[src/rtl/serial_loader_pkg.sv]
// Shared types and sizing helpers for the serial-to-parallel word loader.
package serial_loader_pkg;

  typedef enum logic [1:0] {
    IDLE  = 2'd0,
    SHIFT = 2'd1,
    FULL  = 2'd2
  } loader_state_t;

  // Wide enough to count 0..WIDTH, which also covers the parity bit slot.
  function automatic int cnt_width(input int width);
    return $clog2(width + 1);
  endfunction

endpackage

[src/rtl/serial_nibble_loader_shift_collector.sv]
// Shift register and bit counter; assembles data bits in the chosen order and
// flags the accept edge that completes a frame.
module shift_collector #(
  parameter int WIDTH     = 4,
  parameter int MSB_FIRST = 1,
  parameter int PARITY_EN = 0,
  parameter int CW        = 3
) (
  input  logic             clk,
  input  logic             rst_n,
  input  logic             clr,
  input  logic             accept,
  input  logic             ser_data,
  output logic [WIDTH-1:0] word,
  output logic             frame_done,
  output logic             parity_bit
);

  localparam int FRAME = WIDTH + ((PARITY_EN != 0) ? 1 : 0);
  localparam logic [CW-1:0] LAST = CW'(FRAME - 1);
  localparam logic [CW-1:0] WLIM = CW'(WIDTH);

  logic [WIDTH-1:0] shreg;
  logic [WIDTH-1:0] shifted;
  logic [CW-1:0]    cnt;
  logic             data_bit;

  always_comb begin
    if (MSB_FIRST != 0) shifted = {shreg[WIDTH-2:0], ser_data};
    else                shifted = {ser_data, shreg[WIDTH-1:1]};
  end

  assign data_bit   = (cnt < WLIM);
  assign frame_done = accept && (cnt == LAST);
  // With parity the last bit is the parity bit, so the word is already complete.
  assign word       = (PARITY_EN != 0) ? shreg : shifted;
  assign parity_bit = ser_data;

  always_ff @(posedge clk or negedge rst_n) begin
    if (!rst_n) begin
      shreg <= '0;
      cnt   <= '0;
    end else if (clr) begin
      cnt <= '0;
    end else if (accept) begin
      if (data_bit) shreg <= shifted;
      cnt <= frame_done ? '0 : cnt + CW'(1);
    end
  end

endmodule

[src/rtl/serial_nibble_loader.sv]
// Serial bit stream to parallel word with valid/ready on both sides and an
// optional even-parity check per word.
module serial_nibble_loader
  import serial_loader_pkg::*;
#(
  parameter int WIDTH     = 4,
  parameter int MSB_FIRST = 1,
  parameter int PARITY_EN = 0
) (
  input  logic             clk,
  input  logic             rst_n,
  input  logic             clr,
  input  logic             ser_data,
  input  logic             ser_valid,
  output logic             ser_ready,
  output logic [WIDTH-1:0] par_data,
  output logic             par_valid,
  input  logic             par_ready,
  output logic             parity_err
);

  localparam int CW = cnt_width(WIDTH);

  loader_state_t    state_reg, state_next;
  logic             accept;
  logic [WIDTH-1:0] word;
  logic             frame_done;
  logic             parity_bit;

  assign ser_ready = (state_reg != FULL);
  assign accept    = ser_valid && ser_ready && !clr;

  shift_collector #(
    .WIDTH    (WIDTH),
    .MSB_FIRST(MSB_FIRST),
    .PARITY_EN(PARITY_EN),
    .CW       (CW)
  ) u_collector (
    .clk       (clk),
    .rst_n     (rst_n),
    .clr       (clr),
    .accept    (accept),
    .ser_data  (ser_data),
    .word      (word),
    .frame_done(frame_done),
    .parity_bit(parity_bit)
  );

  always_ff @(posedge clk or negedge rst_n) begin
    if (!rst_n) state_reg <= IDLE;
    else        state_reg <= state_next;
  end

  always_comb begin
    state_next = state_reg;
    if (clr) begin
      state_next = IDLE;
    end else begin
      unique case (state_reg)
        IDLE:    if (accept) state_next = frame_done ? FULL : SHIFT;
        SHIFT:   if (frame_done) state_next = FULL;
        FULL:    if (par_ready) state_next = IDLE;
        default: state_next = IDLE;
      endcase
    end
  end

  // par_data deliberately survives clr so the downstream register input stays quiet.
  always_ff @(posedge clk or negedge rst_n) begin
    if (!rst_n) begin
      par_data   <= '0;
      par_valid  <= 1'b0;
      parity_err <= 1'b0;
    end else if (clr) begin
      par_valid  <= 1'b0;
      parity_err <= 1'b0;
    end else if (frame_done) begin
      par_data   <= word;
      parity_err <= (PARITY_EN != 0) ? ((^word) ^ parity_bit) : 1'b0;
      par_valid  <= 1'b1;
    end else if (par_valid && par_ready) begin
      par_valid <= 1'b0;
    end
  end

endmodule

[config.mk]
export PLATFORM = sky130hd
export DESIGN_NAME = serial_nibble_loader
export DESIGN_NICKNAME = d
export VERILOG_FILES = /design/src/rtl/serial_loader_pkg.sv /design/src/rtl/serial_nibble_loader_shift_collector.sv /design/src/rtl/serial_nibble_loader.sv
export SDC_FILE = /design/constraint.sdc
export NUM_CORES = 1
export LEC_CHECK = 0
export ABC_AREA = 0
export BUFFER_PORTS_ARGS = -buffer_cell sky130_fd_sc_hd__buf_2
export CORE_AREA = 2 2 39 41
export DETAILED_ROUTE_END_ITERATION = 10
export DIE_AREA = 0 0 41 43
export PLACE_DENSITY_LB_ADDON = 0.15
export RECOVER_POWER = 100
export SLEW_MARGIN = 20
export SYNTH_ARGS = -nofsm -noshare
export SYNTH_HDL_FRONTEND = slang
export SYNTH_SLANG_ARGS = --single-unit
export TNS_END_PERCENT = 5
[constraint.sdc]
create_clock -name clk -period 2 [get_ports clk]
set_input_delay 0.1 -clock clk [delete_from_list [all_inputs] [get_ports clk]]
set_output_delay 0.1 -clock clk [all_outputs]
set_load 0.01 [all_outputs]
=== Word-level counts from Yosys, hierarchy flattened ===
Cells that the tools add are included.
W data, S select, Z words.

* Word-level logic and storage cells: 42
* Flip-flop bits (word level): 14
* Input bits: 6

* Mux-type cells: 14
* Bitwise gates (word level): 1
* Equal/unequal tests: 7
* Add/subtract/negate cells: 1
* Reductions and logical operators: 12
* Magnitude comparators: 1

{| class="wikitable"
|+ Operators by type and width
! operator !! number
|-
| $mux W2 || 5
|-
| $mux W3 || 3
|-
| $ne A3 B3 Y1 const B || 2
|-
| $pmux W2 S3 || 1
|-
| $reduce_and A3 Y1 || 2
|-
| $mux W1 || 5
|-
| $logic_and A1 B1 Y1 || 4
|-
| $reduce_bool A2 Y1 || 2
|-
| $add A3 B1 Y3 const B || 1
|-
| $eq A3 B2 Y1 const B || 1
|-
| $lt A3 B3 Y1 const B || 1
|-
| $ne A3 B2 Y1 const B || 1
|-
| $reduce_bool A3 Y1 || 1
|-
| $eq A2 B1 Y1 const B || 1
|-
| $eq A2 B2 Y1 const B || 1
|-
| $logic_not A2 Y1 || 1
|-
| $ne A2 B2 Y1 const B || 1
|-
| $reduce_and A2 Y1 || 1
|-
| $logic_not A1 Y1 || 1
|-
| $not A1 Y1 || 1
|}

=== Depth between registers and ports, before layout ===
Gate-level depths: netlist of run 1.

* Depth in word-level cells: 8
* Mapped depth: 4
* Mapped depth without buffers: 4

=== By module ===
From an unflattened synthesis of run 1, not the netlist that was laid out.

* Cell total of the unflattened synthesis: 46
* Area total of the unflattened synthesis: 609.3 um2

{| class="wikitable"
|+ Modules (own cells, without submodules)
! module !! cells each !! times used !! area an instance (um2) !! sequential area each (um2)
|-
| serial_nibble_loader || 23 || 1 || 321.6 || 175.2
|-
| shift_collector || 23 || 1 || 287.8 || 150.1
|}

=== Worst setup path after synthesis of run 1 ===
OpenSTA, ideal clock, no wires.

* Kind: register to register
* From: register u_collector.cnt[0]
* To: register par_data[0]
* Setup time: 125 ps
* Path slack: 475 ps
* Clock period less this slack: 1525 ps
* Stages on the path, launching flop included: 5
* Arrival time: 1399 ps
* Path through: dfrtp_1 -> ha_1 -> or2b_1 -> nor4_4 -> mux2_4

* Word-level cells in the longest chain between the ends: 3

{| class="wikitable"
|+ Ends and longest elaborated chain
! element !! RTL line !! RTL
|-
| start, declared || serial_nibble_loader_shift_collector.sv:25 || <nowiki>logic [CW-1:0] cnt;</nowiki>
|-
| start signal, assigned || serial_nibble_loader_shift_collector.sv:47 || <nowiki>cnt <= frame_done ? '0 : cnt + CW'(1);</nowiki>
|-
| $eq A3 B2 Y1 || serial_nibble_loader_shift_collector.sv:34 || <nowiki>assign frame_done = accept && (cnt == LAST);</nowiki>
|-
| $logic_and A1 B1 Y1 || serial_nibble_loader_shift_collector.sv:34 ||
|-
| $reduce_and A2 Y1 (no source line) || - ||
|-
| end signal, assigned || serial_nibble_loader.sv:78 || <nowiki>par_data <= word;</nowiki>
|-
| end, declared || serial_nibble_loader.sv:16 || <nowiki>output logic [WIDTH-1:0] par_data,</nowiki>
|}

Every way passes these cells.
A chain may end at the register's enable or synchronous reset.

=== Worst setup path in the final report of run 1 ===
* From: register state_reg[1]
* To: register u_collector.shreg[0]

* Word-level cells in the longest chain between the ends: 4

{| class="wikitable"
|+ Ends and longest elaborated chain
! element !! RTL line !! RTL
|-
| start, declared || serial_nibble_loader.sv:24 || <nowiki>loader_state_t state_reg, state_next;</nowiki>
|-
| start signal, assigned || serial_nibble_loader.sv:51 || <nowiki>else state_reg <= state_next;</nowiki>
|-
| $ne A2 B2 Y1 || serial_nibble_loader.sv:30 || <nowiki>assign ser_ready = (state_reg != FULL);</nowiki>
|-
| $logic_and A1 B1 Y1 (2 in a row) || serial_nibble_loader.sv:31 || <nowiki>assign accept = ser_valid && ser_ready && !clr;</nowiki>
|-
| $reduce_and A3 Y1 (no source line) || - ||
|-
| end signal, assigned || serial_nibble_loader_shift_collector.sv:46 || <nowiki>if (data_bit) shreg <= shifted;</nowiki>
|-
| end, declared || serial_nibble_loader_shift_collector.sv:23 || <nowiki>logic [WIDTH-1:0] shreg;</nowiki>
|}

Every way passes these cells.

==> flow_metrics.tcl, run 1 <==
set metrics [dict create \
    drt-wirelength-per-cell_um 13.3 \
    cts_buffer_depth 2 \
    critPathCaptureType "flop" \
    diodes 0 \
    io_buffers 11 \
    maxSlewHeadroom_pct 52.3 \
    largest_register_ffs 4 \
    synth_edf_count 0 \
    p_leak_nw 0.299 \
    critPathTopFamily "simple AND/OR/NAND/NOR gates" \
    place_congestion 0.782 \
    power_frac_comb_pct 14.2 \
    hold_viol 0 \
    cpMaxStageDelayCell "nor4_1" \
    stdcell_area_um2 668 \
    critPathKind "flop to flop" \
    netlist-cell-type-count 25 \
    die_w_um 41 \
    drtPass1Iterations 4 \
    rsz0062_at_grt "no" \
    drc_errors 0 \
    worst_pin_slew_ns 0.716 \
    cts.repair.resized 0 \
    cts_tree "done" \
    antenna_found_initial 0 \
    first_iter_violations 5 \
    cp.arrival_ns 1.86 \
    synthCells 46 \
    internal_power_w 0.000413 \
    ys_ff_latch 13 \
    reg_top3 "par_data (4), u_collector.cnt (3), u_collector.shreg (3)" \
    crit_chain "and2b_1 -> nor4_1 -> mux2_2" \
    start_util_pct 44.5 \
    p_sw_share_pct 25.8 \
    ys_warn_count 0 \
    final_common_cell "dfrtp_1" \
    status "finished clean" \
    cts_made_buffers 3 \
    top_register "par_data" \
    coreArea_um2 1380 \
    grt_pass1_vias 396 \
    hold_class "input pin to flop" \
    fin_crit_ns 1.71 \
    cts_max_level 1 \
    dpl_cell_area_um2 669 \
    max_stage_delay_ns 0.55 \
    fin_tns_setup_ns 0 \
    path_buf_inv 0 \
    clock.fmax_ghz 0.584 \
    synth-seq-area-share_pct 52.8 \
    insertion_delay_ns 0.27 \
    vias 395 \
    die_area_um2 1760 \
    grt_use_total_pct 14.9 \
    wirelength_um 1010 \
    clockPowerShare_pct 28.8 \
    grt_pass1_wl_um 1780 \
    slew_viol_final 0 \
    via_per_inst 5.20 \
    io_pins 13 \
    num_rows 14 \
    die_h_um 43 \
    synth_area_um2 616 \
    drive_above_1_share_pct 21.7 \
    mostFrequentLayoutCells "13 x dfrtp_1, 8 x clkbuf_1, 4 x buf_2" \
    grt_max_degree 14 \
    start_kind "flop" \
    hpwlAfterDp_um 768 \
    period_share_pct 85.7 \
    drtAntennaViolNets 0 \
    overflow 0 \
    ys.flop_type "dfrtp_1" \
    final_net_count 68 \
    seqPwrFrac_pct 57.0 \
    fin_skew_ns 0.0113 \
    cts.clk_slew.worst_paths_ns 0.07 \
    maxCapViolCount 0 \
    vdd_drop_max_v 0.000519 \
    clock-sinks 13 \
    syn-num-nets 53 \
    fin_util_pct 48.3 \
    critPathMaxFanout 5 \
    avgSynthCellArea_um2 13.4 \
    syn_to_final_growth_pct 8.54 \
    async_flop_share_pct 100 \
    p_per_area_nw_per_um2 834 \
    setup_viol 0 \
    p_switching_w 0.000144 \
    cts_root_buf "clkbuf_4" \
    cp.required_ns 2.15 \
]
[repair_timing]
item	CTS	global route
hold buffers	1	0
setup buffers	0	0
endpoints found under the hold margin	13	0
[cell families (layout without fill, tap and decap cells)]
group	Yosys count	in the layout	synth area share [%]
adder cells (fa/ha/maj)	1	1	2.03
flip-flops	13	13	52.8
other	1	1	0.609
AO/OA/AOI/OAI	7	7	7.93
multiplexers	6	6	12.8
AND/OR/NAND/NOR	13	13	18.5
buffers and inverters	5	19	5.28
[layer usage]
metal	GRT usage [%]	wire length, um	vias to the layer above
met2	20.0	454	14
li1	-	-	192
met1	23.8	486	187
met3	3.14	66	2
met4	4.00	4	0
met5	0	0	-
[cell usage after synthesis, types with 2 or more instances]
cell type	instances	area, um^2
o21ai_0	2	10.0
a21oi_1	2	10.0
mux2_2	3	33.8
dfrtp_1	13	325
inv_1	2	7.51
mux2_4	3	45.0
nor4_4	2	42.5
nor2_1	2	7.51
[stage by stage]
| step | std cells | setup slack (ns) | hold WS (ns) | total power [W] |
|---|---|---|---|---|
| floorplan | 46 | 0.475 | -0.196 | 0.000383 |
| global placement | 71 | 0.390 | 0.00324 | 0.000418 |
| detailed placement | 71 | 0.355 | 0.00647 | 0.000418 |
| CTS | 76 | 0.308 | 0.0790 | 0.000583 |
| global route | 76 | 0.150 | 0.0890 | 0.000588 |
| finish | 76 | 0.287 | 0.0886 | 0.000557 |
[final timing paths]
| check | startpoint | end | slack (ns) | cells after the start |
|---|---|---|---|---|
| setup / recovery | state_reg[1] | u_collector.shreg[0] | 0.29 | 3 |
| hold / removal | ser_data | par_data[0] | 0.09 | 2 |
| setup reg to reg | state_reg[1] | u_collector.shreg[0] | 0.29 | 3 |
| hold reg to reg | state_reg[1] | state_reg[0] | 0.48 | 1 |
| max in group asynchronous | rst_n | par_data[1] | 1.15 | 2 |
| min in group asynchronous | rst_n | u_collector.cnt[2] | 0.38 | 2 |
[area by class of cell]
class                           instances  area [um^2]
Clock buffer                            4         26.3
Multi-Input combinational cell         28          229
Inverter                                3         11.3
Sequential cell                        13          325
Tap cell                               16         20.0
Fill cell                             128          716
Timing Repair Buffer                   12         56.3
[power by group through the flow]
stage | registers (W) | clock network, W | logic [W]
after floorplan | 0.000327 | 0 | 0.0000562
after global placement | 0.000324 | 0 | 0.0000937
after detailed placement | 0.000324 | 0 | 0.0000938
after CTS | 0.000319 | 0.000169 | 0.0000958
after global routing | 0.000323 | 0.000176 | 0.0000893
final | 0.000318 | 0.000160 | 0.0000791
Power figures use the tool's default switching activity.
==> run 2, diff against run 1 <==
==> constraint.sdc (replaced) <==
create_clock -name clk -period 2 [get_ports clk]
set_input_delay 0 -clock clk [delete_from_list [all_inputs] [get_ports clk]]
set_output_delay 0 -clock clk [all_outputs]
set_load 0.01 [all_outputs]
==> run 2 against run 1 <==
  * Sequential share of layout area fell by 1.4 points
  * Cell count up 2.6%
  * Highest routed layer unchanged
  * Sequential cell count unchanged
  * Largest cell class unchanged
  * First-iteration DRC count stayed put
  * Maximum frequency unchanged
  * Critical path type unchanged
  * Non-clock buffer count rose by 2
==> flow_metrics.tcl, run 2 (synthesis results as in run 1) <==
set metrics [dict create \
    status "finished clean" \
    fin_skew_ns 0.0113 \
    start_kind "flop" \
    hold_viol 0 \
    grt_max_degree 14 \
    maxCapViolCount 0 \
    path_buf_inv 0 \
    fin_crit_ns 1.71 \
    insertion_delay_ns 0.27 \
    num_rows 14 \
    dp.cells 71 \
    drt-wirelength-per-cell_um 13.0 \
    place_congestion 0.782 \
    cts_tree "done" \
    clock-sinks 13 \
    cts.clk_slew.worst_paths_ns 0.09 \
    coreArea_um2 1380 \
    die_w_um 41 \
    start_util_pct 44.5 \
    cp.required_ns 2.15 \
    io_pins 13 \
    cts_root_buf "clkbuf_4" \
    drc_errors 0 \
    critPathMaxFanout 5 \
    wirelength_um 1010 \
    critPathKind "flop to flop" \
    diodes 0 \
    overflow 0 \
    reg_top3 "par_data (4), u_collector.cnt (3), u_collector.shreg (3)" \
    power_w 0.000560 \
    nFillCells 126 \
    vias 399 \
    layout.cells.non_filler 78 \
    largest_register_ffs 4 \
    cts_max_level 1 \
    critPathTopFamily "simple AND/OR/NAND/NOR gates" \
    top_register "par_data" \
    via_per_inst 5.12 \
    grt_pass1_vias 394 \
    io_buffers 11 \
    setup_viol 0 \
    hpwlAfterDp_um 768 \
    period_share_pct 85.7 \
    max_stage_delay_ns 0.55 \
    fin_util_pct 49.7 \
    grt_pass1_wl_um 1780 \
    holdWs_ns 0.00826 \
    die_area_um2 1760 \
    fin_tns_setup_ns 0 \
    cts_buffer_depth 2 \
    slew_viol_final 0 \
    vdd_drop_max_v 0.000519 \
    clock.fmax_ghz 0.584 \
    cpMaxStageDelayCell "nor4_1" \
    hold_class "input pin to flop" \
    rsz0062_at_grt "no" \
    cp.arrival_ns 1.86 \
    first_iter_violations 5 \
    drive_above_1_share_pct 21.0 \
    grt_use_total_pct 14.9 \
    cts_made_buffers 3 \
    final_common_cell "dfrtp_1" \
    drtPass1Iterations 4 \
    critPathCaptureType "flop" \
    crit_chain "and2b_1 -> nor4_1 -> mux2_2" \
    mostFrequentLayoutCells "13 x dfrtp_1, 8 x clkbuf_1, 4 x buf_2" \
    worst_pin_slew_ns 0.716 \
    antenna_found_initial 0 \
    final_net_count 70 \
    cts.repair.resized 0 \
    die_h_um 43 \
    syn_to_final_growth_pct 11.8 \
    maxSlewHeadroom_pct 52.3 \
    p_per_area_nw_per_um2 814 \
    p_leak_nw 0.307 \
    drtAntennaViolNets 0 \
]
run 2: changes by cell type in the layout (fill, tap and decap cells not counted):
cell / before / now
dlygate4sd3_1: 1 / 3
run 2: metrics by stage:
stage | area [um^2] | setup slack (ns)
3_3_place_gp | 669 | 0.390
2_1_floorplan | 616 | 0.475
4_1_cts | 726 | 0.308
6_report | 688 | 0.287
3_5_place_dp | 669 | 0.355
5_1_grt | 688 | 0.150
run 2: final cells by class:
cell class	count	area, um^2	share of cell area (%)
tap	16	20.0	2.91
sequential	13	325	47.3
inverter	3	11.3	1.64
timing repair buffer	14	76.3	11.1
multi-input combinational	28	229	33.3
clock buffer	4	26.3	3.82
run 2: per-layer routing:
layer | vias up | share of wire, % | track usage [%]
met5 | - | 0 | 0
met4 | 0 | 0.39 | 4.00
met2 | 14 | 45 | 20.0
met3 | 2 | 6.5 | 3.14
li1 | 196 | - | -
met1 | 187 | 48 | 23.8
run 2: worst reg2reg max path, delay by kind of cell (launching register included):
kind	cells	cell delay (ns)
flip-flops	1	0.41
multiplexers	1	0.41
AND/OR/NAND/NOR	2	0.79
run 2: what timing repair did:
item,in CTS,in global routing
setup buffers,0,0
endpoints found under the hold margin,16,0
hold buffers,3,0
run 2: report_power, final:
| part | leakage, nW | switching (W) | internal (W) |
|---|---|---|---|
| Combinational | 0.123 | 0.0000409 | 0.0000410 |
| Clock | 0.0150 | 0.0000832 | 0.0000770 |
| Sequential | 0.169 | 0.0000201 | 0.000298 |
run 2: final timing paths:
path                                        endpoint  slack, ns    startpoint  depth (start not counted)
worst max-delay path            u_collector.shreg[0]       0.29  state_reg[1]                          3
worst max register to register  u_collector.shreg[0]       0.29  state_reg[1]                          3
max in group asynchronous                par_data[1]       1.25         rst_n                          2
worst min-delay path              u_collector.cnt[1]      0.008           clr                          2
min in group asynchronous         u_collector.cnt[2]       0.28         rst_n                          2
worst min register to register          state_reg[0]       0.48  state_reg[1]                          1
